File: config.mk
export PLATFORM = sky130hd
export DESIGN_NAME = mem_write_buffer
export DESIGN_NICKNAME = d
export VERILOG_FILES = /design/src/rtl/mem_pkg.sv /design/src/rtl/wbuf_fifo.sv /design/src/rtl/mem_write_buffer.sv
export SDC_FILE = /design/constraint.sdc
export NUM_CORES = 1
export LEC_CHECK = 0
export ABC_CLOCK_PERIOD_IN_PS = 12900
export BUFFER_PORTS_ARGS = -buffer_cell sky130_fd_sc_hd__buf_2
export CELL_PAD_IN_SITES_DETAIL_PLACEMENT = 1
export CELL_PAD_IN_SITES_GLOBAL_PLACEMENT = 1
export CORE_UTILIZATION = 54
export CTS_BUF_LIST = sky130_fd_sc_hd__clkbuf_4 sky130_fd_sc_hd__clkbuf_8
export DETAILED_ROUTE_END_ITERATION = 10
export GPL_TIMING_DRIVEN = 0
export PLACE_DENSITY = 0.93
export SLEW_MARGIN = 20
export SYNTH_ARGS = -nofsm -noshare
export SYNTH_HDL_FRONTEND = slang
export SYNTH_SLANG_ARGS = --single-unit
File: constraint.sdc
create_clock -name clk -period 12.9 [get_ports clk]
set_input_delay 1.29 -clock clk [delete_from_list [all_inputs] [get_ports clk]]
set_output_delay 1.29 -clock clk [all_outputs]
set_load 0.01 [all_outputs]
File: src/rtl/mem_pkg.sv
// Shared types for the posted-write buffer: address/data words, buffer entry
// layout and the controller state encoding.
package mem_pkg;

  localparam int MEM_ADDR_W = 16;
  localparam int MEM_DATA_W = 16;

  typedef logic [MEM_ADDR_W-1:0] mem_addr_t;
  typedef logic [MEM_DATA_W-1:0] mem_word_t;

  typedef struct packed {
    mem_addr_t addr;
    mem_word_t data;
  } wbuf_entry_t;

  typedef enum logic [1:0] {
    IDLE  = 2'd0,
    DRAIN = 2'd1,
    READ  = 2'd2
  } wbuf_state_e;

endpackage

File: src/rtl/wbuf_fifo.sv
// Circular queue of posted writes with an associative lookup that returns the
// youngest queued entry whose address matches the lookup address.
module wbuf_fifo
  import mem_pkg::*;
#(
  parameter int DEPTH  = 4,
  parameter int ADDR_W = 16,
  parameter int DATA_W = 16
) (
  input  logic                       clk,
  input  logic                       i_rst_n,
  input  logic                       i_push,
  input  logic [ADDR_W-1:0]          i_push_addr,
  input  logic [DATA_W-1:0]          i_push_data,
  input  logic                       i_pop,
  output logic [ADDR_W-1:0]          o_head_addr,
  output logic [DATA_W-1:0]          o_head_data,
  input  logic [ADDR_W-1:0]          i_lookup_addr,
  output logic                       o_hit,
  output logic [DATA_W-1:0]          o_hit_data,
  output logic                       o_full,
  output logic                       o_empty,
  output logic [$clog2(DEPTH+1)-1:0] o_count
);

  localparam int PTR_W = $clog2(DEPTH);
  localparam int CNT_W = $clog2(DEPTH+1);

  typedef struct packed {
    logic [ADDR_W-1:0] addr;
    logic [DATA_W-1:0] data;
  } entry_t;

  entry_t             r_mem [DEPTH];
  logic [PTR_W-1:0]   r_rptr;
  logic [PTR_W-1:0]   r_wptr;
  logic [CNT_W-1:0]   r_count;
  logic [PTR_W-1:0]   w_idx;

  // Entry storage: written at the tail on every accepted push.
  always_ff @(posedge clk) begin
    if (i_push) begin
      r_mem[r_wptr] <= '{addr: i_push_addr, data: i_push_data};
    end
  end

  // Pointers and occupancy; a simultaneous push and pop leaves the count unchanged.
  always_ff @(posedge clk or negedge i_rst_n) begin
    if (!i_rst_n) begin
      r_rptr  <= '0;
      r_wptr  <= '0;
      r_count <= '0;
    end else begin
      if (i_push) r_wptr <= r_wptr + 1'b1;
      if (i_pop)  r_rptr <= r_rptr + 1'b1;
      case ({i_push, i_pop})
        2'b10:   r_count <= r_count + 1'b1;
        2'b01:   r_count <= r_count - 1'b1;
        default: r_count <= r_count;
      endcase
    end
  end

  // Walk oldest to youngest over live entries so the last match wins.
  always_comb begin
    o_hit      = 1'b0;
    o_hit_data = '0;
    w_idx      = '0;
    for (int i = 0; i < DEPTH; i++) begin
      w_idx = r_rptr + PTR_W'(i);
      if ((CNT_W'(i) < r_count) && (r_mem[w_idx].addr == i_lookup_addr)) begin
        o_hit      = 1'b1;
        o_hit_data = r_mem[w_idx].data;
      end
    end
  end

  assign o_head_addr = r_mem[r_rptr].addr;
  assign o_head_data = r_mem[r_rptr].data;
  assign o_full      = (r_count == CNT_W'(DEPTH));
  assign o_empty     = (r_count == '0);
  assign o_count     = r_count;

endmodule

File: src/rtl/mem_write_buffer.sv
// Posted-write buffer between the CPU port and memory. Writes are queued and
// drained in order; reads forward from the queue on a hit and otherwise go to
// memory ahead of pending drains.
module mem_write_buffer
  import mem_pkg::*;
#(
  parameter int DEPTH  = 4,
  parameter int ADDR_W = 16,
  parameter int DATA_W = 16
) (
  input  logic                       clk,
  input  logic                       reset,
  input  logic                       cpu_req,
  input  logic                       cpu_writeEnable,
  input  logic [ADDR_W-1:0]          cpu_address,
  input  logic [DATA_W-1:0]          cpu_dataToMemory,
  output logic                       cpu_ready,
  output logic                       cpu_rvalid,
  output logic [DATA_W-1:0]          cpu_dataFromMemory,
  output logic                       mem_req,
  output logic                       mem_writeEnable,
  output logic [ADDR_W-1:0]          mem_address,
  output logic [DATA_W-1:0]          mem_dataToMemory,
  input  logic                       mem_ack,
  input  logic [DATA_W-1:0]          mem_dataFromMemory,
  output logic                       buf_full,
  output logic                       buf_empty,
  output logic [$clog2(DEPTH+1)-1:0] buf_count
);

  wbuf_state_e       r_state;
  wbuf_state_e       w_state_next;
  logic              r_rvalid;
  logic [DATA_W-1:0] r_rdata;
  logic [ADDR_W-1:0] r_raddr;

  logic              w_push;
  logic              w_pop;
  logic              w_load_hit;
  logic              w_load_mem;
  logic              w_capture;
  logic              w_hit;
  logic [DATA_W-1:0] w_hit_data;
  logic [ADDR_W-1:0] w_head_addr;
  logic [DATA_W-1:0] w_head_data;
  logic              w_full;
  logic              w_empty;

  wbuf_fifo #(
    .DEPTH  (DEPTH),
    .ADDR_W (ADDR_W),
    .DATA_W (DATA_W)
  ) u_fifo (
    .clk           (clk),
    .i_rst_n       (reset),
    .i_push        (w_push),
    .i_push_addr   (cpu_address),
    .i_push_data   (cpu_dataToMemory),
    .i_pop         (w_pop),
    .o_head_addr   (w_head_addr),
    .o_head_data   (w_head_data),
    .i_lookup_addr (cpu_address),
    .o_hit         (w_hit),
    .o_hit_data    (w_hit_data),
    .o_full        (w_full),
    .o_empty       (w_empty),
    .o_count       (buf_count)
  );

  // Controller state register; reset abandons any outstanding memory access.
  always_ff @(posedge clk or negedge reset) begin
    if (!reset) r_state <= IDLE;
    else        r_state <= w_state_next;
  end

  // Next state, CPU handshake, queue push/pop and memory port drive.
  always_comb begin
    w_state_next     = r_state;
    cpu_ready        = 1'b0;
    w_push           = 1'b0;
    w_pop            = 1'b0;
    w_load_hit       = 1'b0;
    w_load_mem       = 1'b0;
    w_capture        = 1'b0;
    mem_req          = 1'b0;
    mem_writeEnable  = 1'b0;
    mem_address      = '0;
    mem_dataToMemory = '0;
    case (r_state)
      IDLE: begin
        if (cpu_req) begin
          if (cpu_writeEnable) begin
            cpu_ready = !w_full;
            w_push    = !w_full;
          end else begin
            cpu_ready = 1'b1;
            if (w_hit) w_load_hit = 1'b1;
            else       w_capture  = 1'b1;
          end
        end
        // A read miss takes the memory port before queued writes.
        if (w_capture)     w_state_next = READ;
        else if (!w_empty) w_state_next = DRAIN;
      end
      DRAIN: begin
        if (cpu_req && cpu_writeEnable && !w_full) begin
          cpu_ready = 1'b1;
          w_push    = 1'b1;
        end
        mem_req          = 1'b1;
        mem_writeEnable  = 1'b1;
        mem_address      = w_head_addr;
        mem_dataToMemory = w_head_data;
        if (mem_ack) begin
          w_pop        = 1'b1;
          w_state_next = IDLE;
        end
      end
      READ: begin
        mem_req     = 1'b1;
        mem_address = r_raddr;
        if (mem_ack) begin
          w_load_mem   = 1'b1;
          w_state_next = IDLE;
        end
      end
      default: w_state_next = IDLE;
    endcase
  end

  // Read-valid pulse follows a forwarded hit or a completed memory read.
  always_ff @(posedge clk or negedge reset) begin
    if (!reset) r_rvalid <= 1'b0;
    else        r_rvalid <= w_load_hit | w_load_mem;
  end

  // Miss address and returned read data are only meaningful with their qualifiers.
  always_ff @(posedge clk) begin
    if (w_capture)       r_raddr <= cpu_address;
    if (w_load_hit)      r_rdata <= w_hit_data;
    else if (w_load_mem) r_rdata <= mem_dataFromMemory;
  end

  assign cpu_rvalid         = r_rvalid;
  assign cpu_dataFromMemory = r_rdata;
  assign buf_full           = w_full;
  assign buf_empty          = w_empty;

endmodule

==> reports/results.tsv <==
metric	value	unit
path_class	reg2out	
wl_per_cell	31.4	microns
port_buffers	109	
min-delay-path-class	reg2reg	
synthArstFlopShare	0.0588	
coreArea	0.0188	sq mm
remaining_drc_errors	0	
grt_max_degree	25	
cts_resized	0	
fin_ws	7.55	ns
ioPinCount	110	
syn_area	0.0104	sq mm
dp_worst_setup_slack	8.04	ns
yosys.area.top_type	edfxtp_1	
skew	0.0129	ns
hold_viol	0	
cp_cell_sequence	buf_6 -> buf_6 -> buf_6 -> buf_6 -> buf_4 -> buf_2 -> buf_1 -> mux2i_1 -> nand2_1 -> and3_1 -> buf_2	
dr.first_iter.drc_count	1307	
post-cts-setup-buffers	0	
synth_top_area_frac	0.460	
grt_pass1_vias	9483	
grtUsageTotal	0.401	
setup_viol_count_final	0	
netlist_top_cells_area	edfxtp_1 46%, mux4_2 12%, mux2i_1 6.5%, xnor2_1 3.8%, nand2_1 2.7%	
numClockSinks	170	
fmax	187	MHz
worstPathMaxFanout	10	
num_rows	50	
drv_cap	0	
grt_pass1_wl	57.7	mm
pwr-share-clk	0.159	
yosysMostFrequentCell	edfxtp_1	
peakVddDrop	0.000141	V
ys_ff_latch	170	
area_delta_synth_final	13.9	%
path_buf_inv	8	
syn-num-nets	896	
cpPeakStageDelay	0.82	ns
p_seq_frac	0.271	
post_dp_cell_area	0.0115	sq mm
cts_made_buffers	17	
period_needed	5.35	ns
yosysSeqAreaShare	0.484	
rsz0062_at_grt	false	
start_util	0.555	
outcome	complete, no violations	
drt_first_pass_iters	7	
fin_area	0.0119	sq mm
drt-total-wl	39.0	mm
finalPower	2.69	mW
clkTransAtPathRegs	0.10	ns
switching_share	0.456	
die_h	141	microns
ys.flop_type	edfxtp_1	
routabilityCongestion	0.925	
cts_hold_buffers	0	
antennaDiodeCount	0	
end_kind	output port	
p_leak	4.35	nW
dp_hpwl	25.6	mm
worst_pin_slew	1.04	ns
critPathTopFamily	buffers and inverters	
slew_violations	0	
cts_root_buf	clkbuf_8	
switching_power	1.23	mW
die_area	0.0199	sq mm
netlist_instances	832	
cp.arrival	4.06	ns
tritoncts	built	
utilization	0.632	
required	11.61	ns
fin_nets	1032	
pwr_density_cell	226	mW/mm^2
htree_levels	4	
overflow	0	
final_layout_size_suffix_gt1_frac	0.268	
cp_slowest_cell	buf_1	
synth_common_cells	160 x edfxtp_1, 74 x nand2_1, 68 x mux2i_1	
relSlewSlack	0.306	
synth.distinct_cells	59	
timing.hold.ws	0.561	ns
insertion_delay	0.49	ns
min_period_over_period	0.415	
drtAntennaViolNets	0	
syn_area_per_cell	12.6	sq um
antenna_found_initial	0	
vias	9111	
drt-vias-per-instance	7.34	
placed_cells	1209	
die_w	141	microns
fin_tns_setup	0	ns
p_int	1.46	mW
cts_buffer_depth	2	
synth_edf_count	160	
yosysWarningCount	0	
comb_power_share	0.570	
cp-start-kind	flip-flop	
crit_top_cell	buf_6	
stdcell_count	1241	
## path summary, 6_finish.rpt
kind	slack (ns)	from	endpoint	depth (start not counted)
min in group asynchronous	0.67	reset	cpu_rvalid$_DFF_PN0_	1
min reg2reg	0.56	r_state[1]$_DFFE_PN0P_	r_state[1]$_DFFE_PN0P_	1
min	0.56	r_state[1]$_DFFE_PN0P_	r_state[1]$_DFFE_PN0P_	1
max in group asynchronous	12.01	reset	u_fifo.o_count[2]$_DFFE_PN0P_	1
max reg2reg	8.18	u_fifo.r_rptr[1]$_DFFE_PN0P_	cpu_dataFromMemory[10]$_DFFE_PP_	14
max	7.55	u_fifo.r_rptr[1]$_DFFE_PN0P_	mem_dataToMemory[8]	11
## power groups by stage
stage | logic (mW) | registers [mW] | clock network, mW
2_1_floorplan | 0.956 | 0.725 | 0
3_3_place_gp | 1.35 | 0.730 | 0
3_5_place_dp | 1.43 | 0.735 | 0
4_1_cts | 1.47 | 0.726 | 0.421
5_1_grt | 1.58 | 0.734 | 0.438
6_report | 1.53 | 0.729 | 0.428
## routing by layer
| metal | global-route usage | share of wire |
|---|---|---|
| met5 | 0 | 0 |
| met4 | 0.257 | 0.065 |
| met3 | 0.100 | 0.12 |
| met2 | 0.628 | 0.46 |
| met1 | 0.498 | 0.35 |
## layout make-up
| class | count | area (sq um) |
|---|---|---|
| fill | 1913 | 6930 |
| sequential | 170 | 5050 |
| multi-input combinational | 580 | 5000 |
| timing repair buffer | 117 | 678 |
| buffer | 62 | 342 |
| tap | 260 | 325 |
| clock buffer | 18 | 241 |
| clock inverter | 14 | 184 |
| inverter | 20 | 75.1 |
## cells by family after synthesis
kind of cell / share of synthesized area
AND/OR/NAND/NOR: 0.107
flip-flops: 0.484
AO/OA/AOI/OAI: 0.0946
multiplexers: 0.203
buffers and inverters: 0.0399
XOR/XNOR: 0.0579
adder cells (fa/ha/maj): 0.0132
## cells in the final DEF, fill, tap and decap left out, drive strengths merged, types with 18 or more instances in the layout
cell type  instances
a21oi             20
xor2              24
buf              152
nand4             19
inv               25
mux4              56
mux2i             68
nand3             25
xnor2             45
o21ai             42
clkbuf            45
nor2b             20
a22oi             20
and3              18
nand2             74
edfxtp           160
## state kept, by name, summed over array words and instances (netlist names)
signal              flops
cpu_dataFromMemory     16
r_state                 2
u_fifo.r_mem          128
cpu_rvalid              1
u_fifo.r_rptr           2
u_fifo.o_count          3
r_raddr                16
u_fifo.r_wptr           2
Power figures use the tool's default switching activity.
